**src/rtl/uart_tx_buffer.sv**
```systemverilog
// Byte FIFO between mem_ctl's UART TX port and the uart_tx serializer.
// Upstream en/data/busy handshake; downstream one-cycle launch pulses paced by uart_tx_busy.
module uart_tx_buffer #(
  parameter int unsigned DEPTH = 16,
  parameter int unsigned LVL_W = $clog2(DEPTH) + 1
) (
  input  logic             clk,
  input  logic             rst_n,
  input  logic             in_en,
  input  logic [7:0]       in_data,
  output logic             in_busy,
  input  logic             flush,
  output logic             uart_tx_en,
  output logic [7:0]       uart_tx_data,
  input  logic             uart_tx_busy,
  output logic [LVL_W-1:0] level,
  output logic             empty,
  output logic             overflow,
  input  logic             overflow_clr
);

  localparam int unsigned AW = $clog2(DEPTH);

  typedef enum logic [1:0] {
    IDLE      = 2'd0,
    WAIT_ACK  = 2'd1,
    WAIT_DONE = 2'd2
  } state_t;

  state_t           state_q;
  state_t           state_d;
  logic [7:0]       mem [DEPTH];
  logic [AW-1:0]    wptr_q;
  logic [AW-1:0]    rptr_q;
  logic [LVL_W-1:0] level_d;
  logic             push;
  logic             drop;
  logic             pop;
  logic             tx_en_d;
  logic [7:0]       tx_data_d;

  // Full is the registered in_busy, so a same-edge pop never makes room for a push.
  always_comb begin
    push = in_en && !in_busy && !flush;
    drop = in_en &&  in_busy && !flush;
  end

  // Launch FSM: pop in IDLE, then wait for busy to rise and fall again.
  always_comb begin
    state_d   = state_q;
    pop       = 1'b0;
    tx_en_d   = 1'b0;
    tx_data_d = uart_tx_data;
    case (state_q)
      IDLE: begin
        if (!empty && !uart_tx_busy && !flush) begin
          pop       = 1'b1;
          tx_en_d   = 1'b1;
          tx_data_d = mem[rptr_q];
          state_d   = WAIT_ACK;
        end
      end
      WAIT_ACK:  if (uart_tx_busy)  state_d = WAIT_DONE;
      WAIT_DONE: if (!uart_tx_busy) state_d = IDLE;
      default:   state_d = IDLE;
    endcase
  end

  always_comb begin
    level_d = level;
    if (flush)              level_d = '0;
    else if (push && !pop)  level_d = level + LVL_W'(1);
    else if (pop && !push)  level_d = level - LVL_W'(1);
  end

  always_ff @(posedge clk or negedge rst_n) begin
    if (!rst_n) begin
      state_q      <= IDLE;
      wptr_q       <= '0;
      rptr_q       <= '0;
      level        <= '0;
      empty        <= 1'b1;
      in_busy      <= 1'b0;
      overflow     <= 1'b0;
      uart_tx_en   <= 1'b0;
      uart_tx_data <= 8'h00;
    end else begin
      state_q      <= state_d;
      uart_tx_en   <= tx_en_d;
      uart_tx_data <= tx_data_d;
      level        <= level_d;
      empty        <= (level_d == '0);
      in_busy      <= (level_d == LVL_W'(DEPTH));
      if (push) wptr_q <= wptr_q + AW'(1);
      if (flush)    rptr_q <= wptr_q;
      else if (pop) rptr_q <= rptr_q + AW'(1);
      // A dropped push wins over a simultaneous clear.
      if (drop)              overflow <= 1'b1;
      else if (overflow_clr) overflow <= 1'b0;
    end
  end

  // Storage carries no reset; contents are don't-care until written.
  always_ff @(posedge clk) begin
    if (push) mem[wptr_q] <= in_data;
  end

endmodule

```
**config.mk**
```make
export PLATFORM = sky130hd
export DESIGN_NAME = uart_tx_buffer
export DESIGN_NICKNAME = d
export VERILOG_FILES = /design/src/rtl/uart_tx_buffer.sv
export SDC_FILE = /design/constraint.sdc
export NUM_CORES = 1
export LEC_CHECK = 0
export ABC_AREA = 1
export CAP_MARGIN = 40
export CORE_ASPECT_RATIO = 2
export CORE_MARGIN = 2
export CORE_UTILIZATION = 54
export DETAILED_ROUTE_END_ITERATION = 10
export PLACE_DENSITY = 0.83
export SKIP_CTS_REPAIR_TIMING = 1
export SLEW_MARGIN = 20
export SYNTH_ARGS = -nofsm -noshare
export SYNTH_HDL_FRONTEND = slang
export SYNTH_SLANG_ARGS = --single-unit
```
**constraint.sdc**
```tcl
create_clock -name clk -period 1.5 [get_ports clk]
set_clock_uncertainty 0.1 [all_clocks]
set_input_delay 0.3 -clock clk [delete_from_list [all_inputs] [get_ports clk]]
set_output_delay 0.3 -clock clk [all_outputs]
set_load 0.02 [all_outputs]
```
---- Yosys cells after proc, flatten, opt, wreduce, memory -nomap -nowiden ----
Memory sizes are Yosys's and may differ from the RTL's. A register that Yosys moved wholly into a read port is not among the register bits.
Cells that the tools add are included.
word-level totals
  register bits after elaboration ......... 19
  RAM bits ................................ 128
  word-level logic and storage cells ...... 55
  memories kept ........................... 1
operators by class
  add/sub/neg operators ................... 4
  equal/unequal tests ..................... 6
  multiplexer cells ....................... 15
  reduce and logical (&&, ||, !) cells .... 21
memories
  name  words  width  rd ports  clocked after memory_dff  wr ports  RTL line  RTL
  mem   16     8      1         1                         1         32        logic [7:0] mem [DEPTH];
operators by type and width
  kind                 count
  $mux 5               3
  $add 4x1->4 const B  2
  $logic_and 1x1->1    8
  $mux 4               2
  $logic_not 1->1      7
  $mux 1               6
  $mux 2               3
  $ne 2x2->1 const B   3
  $pmux 2 s3           1
  $add 5x1->5 const B  1
  $eq 5x5->1 const B   1
  $logic_not 5->1      1
  $sub 5x1->5 const B  1
  $reduce_bool 2->1    2
  $reduce_and 3->1     1
  $eq 2x1->1 const B   1
  $eq 2x2->1 const B   1
  $logic_not 2->1      1
  $reduce_and 2->1     1

---- Longest topological paths before layout ----
  word-level depth ........................ 10
  mapped depth ............................ 11
  mapped depth without buffers ............ 10

---- Least setup slack after synthesis ----
No wires, ideal clock.
  path kind ............................... flip-flop to flip-flop
  start ................................... register in_busy
  end ..................................... memory mem[15][0], enable pin
  library setup time ...................... 0.370 ns
  arrival time ............................ 1.302 ns
  slack ................................... -0.273 ns
  cell stages (with the launch flop) ...... 6
  buffers on the path ..................... 0
  period minus slack after synthesis ...... 1.773 ns
  cells stage by stage .................... dfrtp_1 inv_1 nand3_4 inv_4 nand2_1 nor2_1
on the way
  longest elaborated chain between the ends .. 5
RTL lines
  element                         RTL line  RTL
  start: declaration              11        output logic in_busy,
  start signal: assignment        93        in_busy <= (level_d == LVL_W'(DEPTH));
  $logic_not 1->1                 44        push = in_en && !in_busy && !flush;
  $logic_and 1x1->1 (2 in a row)  44
  $mux 1                          105       if (push) mem[wptr_q] <= in_data;
  $mux 1 (implied by the code)    105
  end: declaration                32
Every way passes these cells.

==> impl_metrics.tcl <==
set metrics [dict create \
    status "finished with violations" \
    violations "setup timing" \
    place_inst 770 \
    initial_core_util 0.5464 \
    port_buffers 30 \
    yosysTopAreaCell "edfxtp_1" \
    track_usage 0.2873 \
    ir_worst_vdd_mv 1.903 \
    grt_pass1_wl_um 26550 \
    setup_viol 70 \
    rsz0062_at_grt "yes" \
    post_synth.cell_area_avg_sq_um 11.53 \
    clk_pin_slew_ns 0.06 \
    drt_iter0_drc 707 \
    antenna_cells 0 \
    drcViolationCount 0 \
    gp_congestion 0.9662 \
    via_per_inst 6.215 \
    synthesis.nets 592 \
    num_rows 57 \
    highest_layer "met4" \
    critPathArrivalTime_ns 2.01 \
    wl_met2_um 10250 \
    grt_max_degree 36 \
    numCtsBuffers 17 \
    synth_top_area_share 0.5837 \
    vias 5040 \
    final_cell_mix "edfxtp_1, nor2_1, nand2_1" \
    core-area_sq_um 12050 \
    drv_slew 0 \
    hold_class "input pin to async pin" \
    met1_length_um 5969 \
    cp_num_buf_inv 3 \
    crit_slowest_cell "dfrtp_2" \
    synth-seq-area-share 0.6865 \
    antenna_found_initial 0 \
    die_h_um 160.2 \
    cts-htree-levels 4 \
    crit_type "flip-flop to flip-flop" \
    place_ws_ns -0.4214 \
    placed_area_sq_um 7505 \
    path_cells "inv_2, buf_12, o21ai_0, o211ai_1, buf_4, nand3_1, nand2_1, nand2_1, nand2_1" \
    wl_met3_um 1242 \
    hpwlAfterDp_um 11430 \
    max_freq_mhz 557.6 \
    finalHoldViolations 0 \
    design_area_sq_um 8448 \
    fin_ws_ns -0.2934 \
    drive_gt1_frac 0.2560 \
    cp-start-kind "flip-flop" \
    p_leak_nw 3.258 \
    ys.warnings.count 0 \
    area_growth_pct 28.29 \
    cts_num_sinks 155 \
    dieArea_sq_um 13150 \
    cp.required_ns 1.71 \
    synth_top_cells_by_area "edfxtp_1, dfrtp_1, nor2_1" \
    fin_cells 811 \
    root_buffer "clkbuf_16" \
    worst_path_most_repeated_cell "nand2_1" \
    max_slew_margin 0.7076 \
    critPathMaxStageDelay_ns 0.44 \
    clk_path_buf_depth 2 \
    synth_cell_types 32 \
    syn_inst 571 \
    nets 672 \
    routed_wl_um 19050 \
    clock_latency_ns 0.43 \
    cap_violations 0 \
    synth_area_sq_um 6585 \
    layout_commonest_cell "edfxtp_1" \
    drtPass1Iterations 5 \
    power_density_nw_per_um2 1874 \
    critPathTopFamily "flip-flops" \
    worst_pin_slew_ns 0.4375 \
    wl_per_cell_um 23.49 \
    cp_max_fo 32 \
    min_period_ns 1.793 \
    die_w_um 82.09 \
    ys_ff_latch 155 \
    grt.overflow.total 0 \
    ios 31 \
    cts_tree "built" \
    grt_pass1_vias 4946 \
    postRouteAntennaNets 0 \
    period_share 1.196 \
    cp-end-kind "flip-flop" \
]
logic make-up (layout without fill, tap and decap cells):
| kind of cell | after synthesis | in the layout | synth area share |
|---|---|---|---|
| adders and majority gates | 7 | 7 | 0.01330 |
| and+or+nand+nor | 237 | 237 | 0.1507 |
| xor gates and xnor gates | 7 | 7 | 0.009310 |
| AOI/OAI and AO/OA | 109 | 109 | 0.09633 |
| buffers and inverters | 56 | 149 | 0.04389 |
| DFF | 155 | 155 | 0.6865 |
through the flow:
step,power (mW),hold slack [ns],utilization,TNS [ns]
floorplan,8.572,-0.09559,-,0
global placement,10.37,0.3711,0.6227,-50.84
detailed placement,10.57,0.3716,0.6227,-56.31
CTS,14.93,0.1352,0.6723,-11.70
global route,16.43,0.1496,0.7009,-10.26
finish,15.83,0.1326,0.7009,-4.670
registers in the layout, indices dropped and copies added, names as in the netlist:
signal,cells
level,5
uart_tx_data,8
rptr_q,4
mem,128
empty,1
state_q,2
in_busy,1
overflow,1
wptr_q,4
uart_tx_en,1
cell type report:
cell class	instances	area [sq um]
clock buffer	18	429.2
clock inverter	14	168.9
fill	686	3605
inverter	27	118.9
multi-input combinational	360	2110
sequential	155	4531
tap	147	183.9
timing repair buffer	90	907.1
synth_stat cells:
master	instances
a21oi_1	5
a31oi_1	1
buf_1	1
buf_2	11
buf_4	4
buf_6	6
clkbuf_1	7
clkinv_1	1
dfrtp_1	26
dfstp_2	1
edfxtp_1	128
ha_1	7
inv_1	22
inv_2	2
inv_4	2
nand2_1	79
nand2_4	1
nand3_1	31
nand3_4	2
nand3b_1	1
nand4_1	3
nor2_1	114
nor2_2	3
nor2_4	1
nor3_1	2
o211ai_1	33
o21ai_0	51
o21ai_1	17
o221ai_1	1
o22ai_1	1
xnor2_1	1
xor2_1	6
path summary, 6_finish.rpt:
kind / startpoint / endpoint / slack (ns) / depth (start not counted)
setup / recovery: rptr_q[0]$_DFFE_PN0P_ / uart_tx_data[0]$_DFFE_PN0P_ / -0.29 / 9
min in group clk: overflow_clr / overflow$_DFFE_PN0P_ / 0.37 / 2
hold / removal: rst_n / uart_tx_data[7]$_DFFE_PN0P_ / 0.13 / 2
max in group asynchronous: rst_n / empty$_DFF_PN1_ / 0.94 / 2
hold reg to reg: uart_tx_data[2]$_DFFE_PN0P_ / uart_tx_data[2]$_DFFE_PN0P_ / 0.38 / 2
setup reg to reg: rptr_q[0]$_DFFE_PN0P_ / uart_tx_data[0]$_DFFE_PN0P_ / -0.29 / 9
per-layer routing:
metal	track usage	vias to the layer above
li1	-	2172
met1	0.2901	2442
met2	0.4878	325
met3	0.06836	101
met4	0.2167	0
met5	0	-
where the power goes:
part	switching [mW]	total [mW]	leakage, nW	internal, mW
Sequential	0.320	5.42	1.48	5.10
Clock	1.73	4.35	0.294	2.62
Combinational	3.82	6.07	1.48	2.25
(Power assumes the default switching activity.)
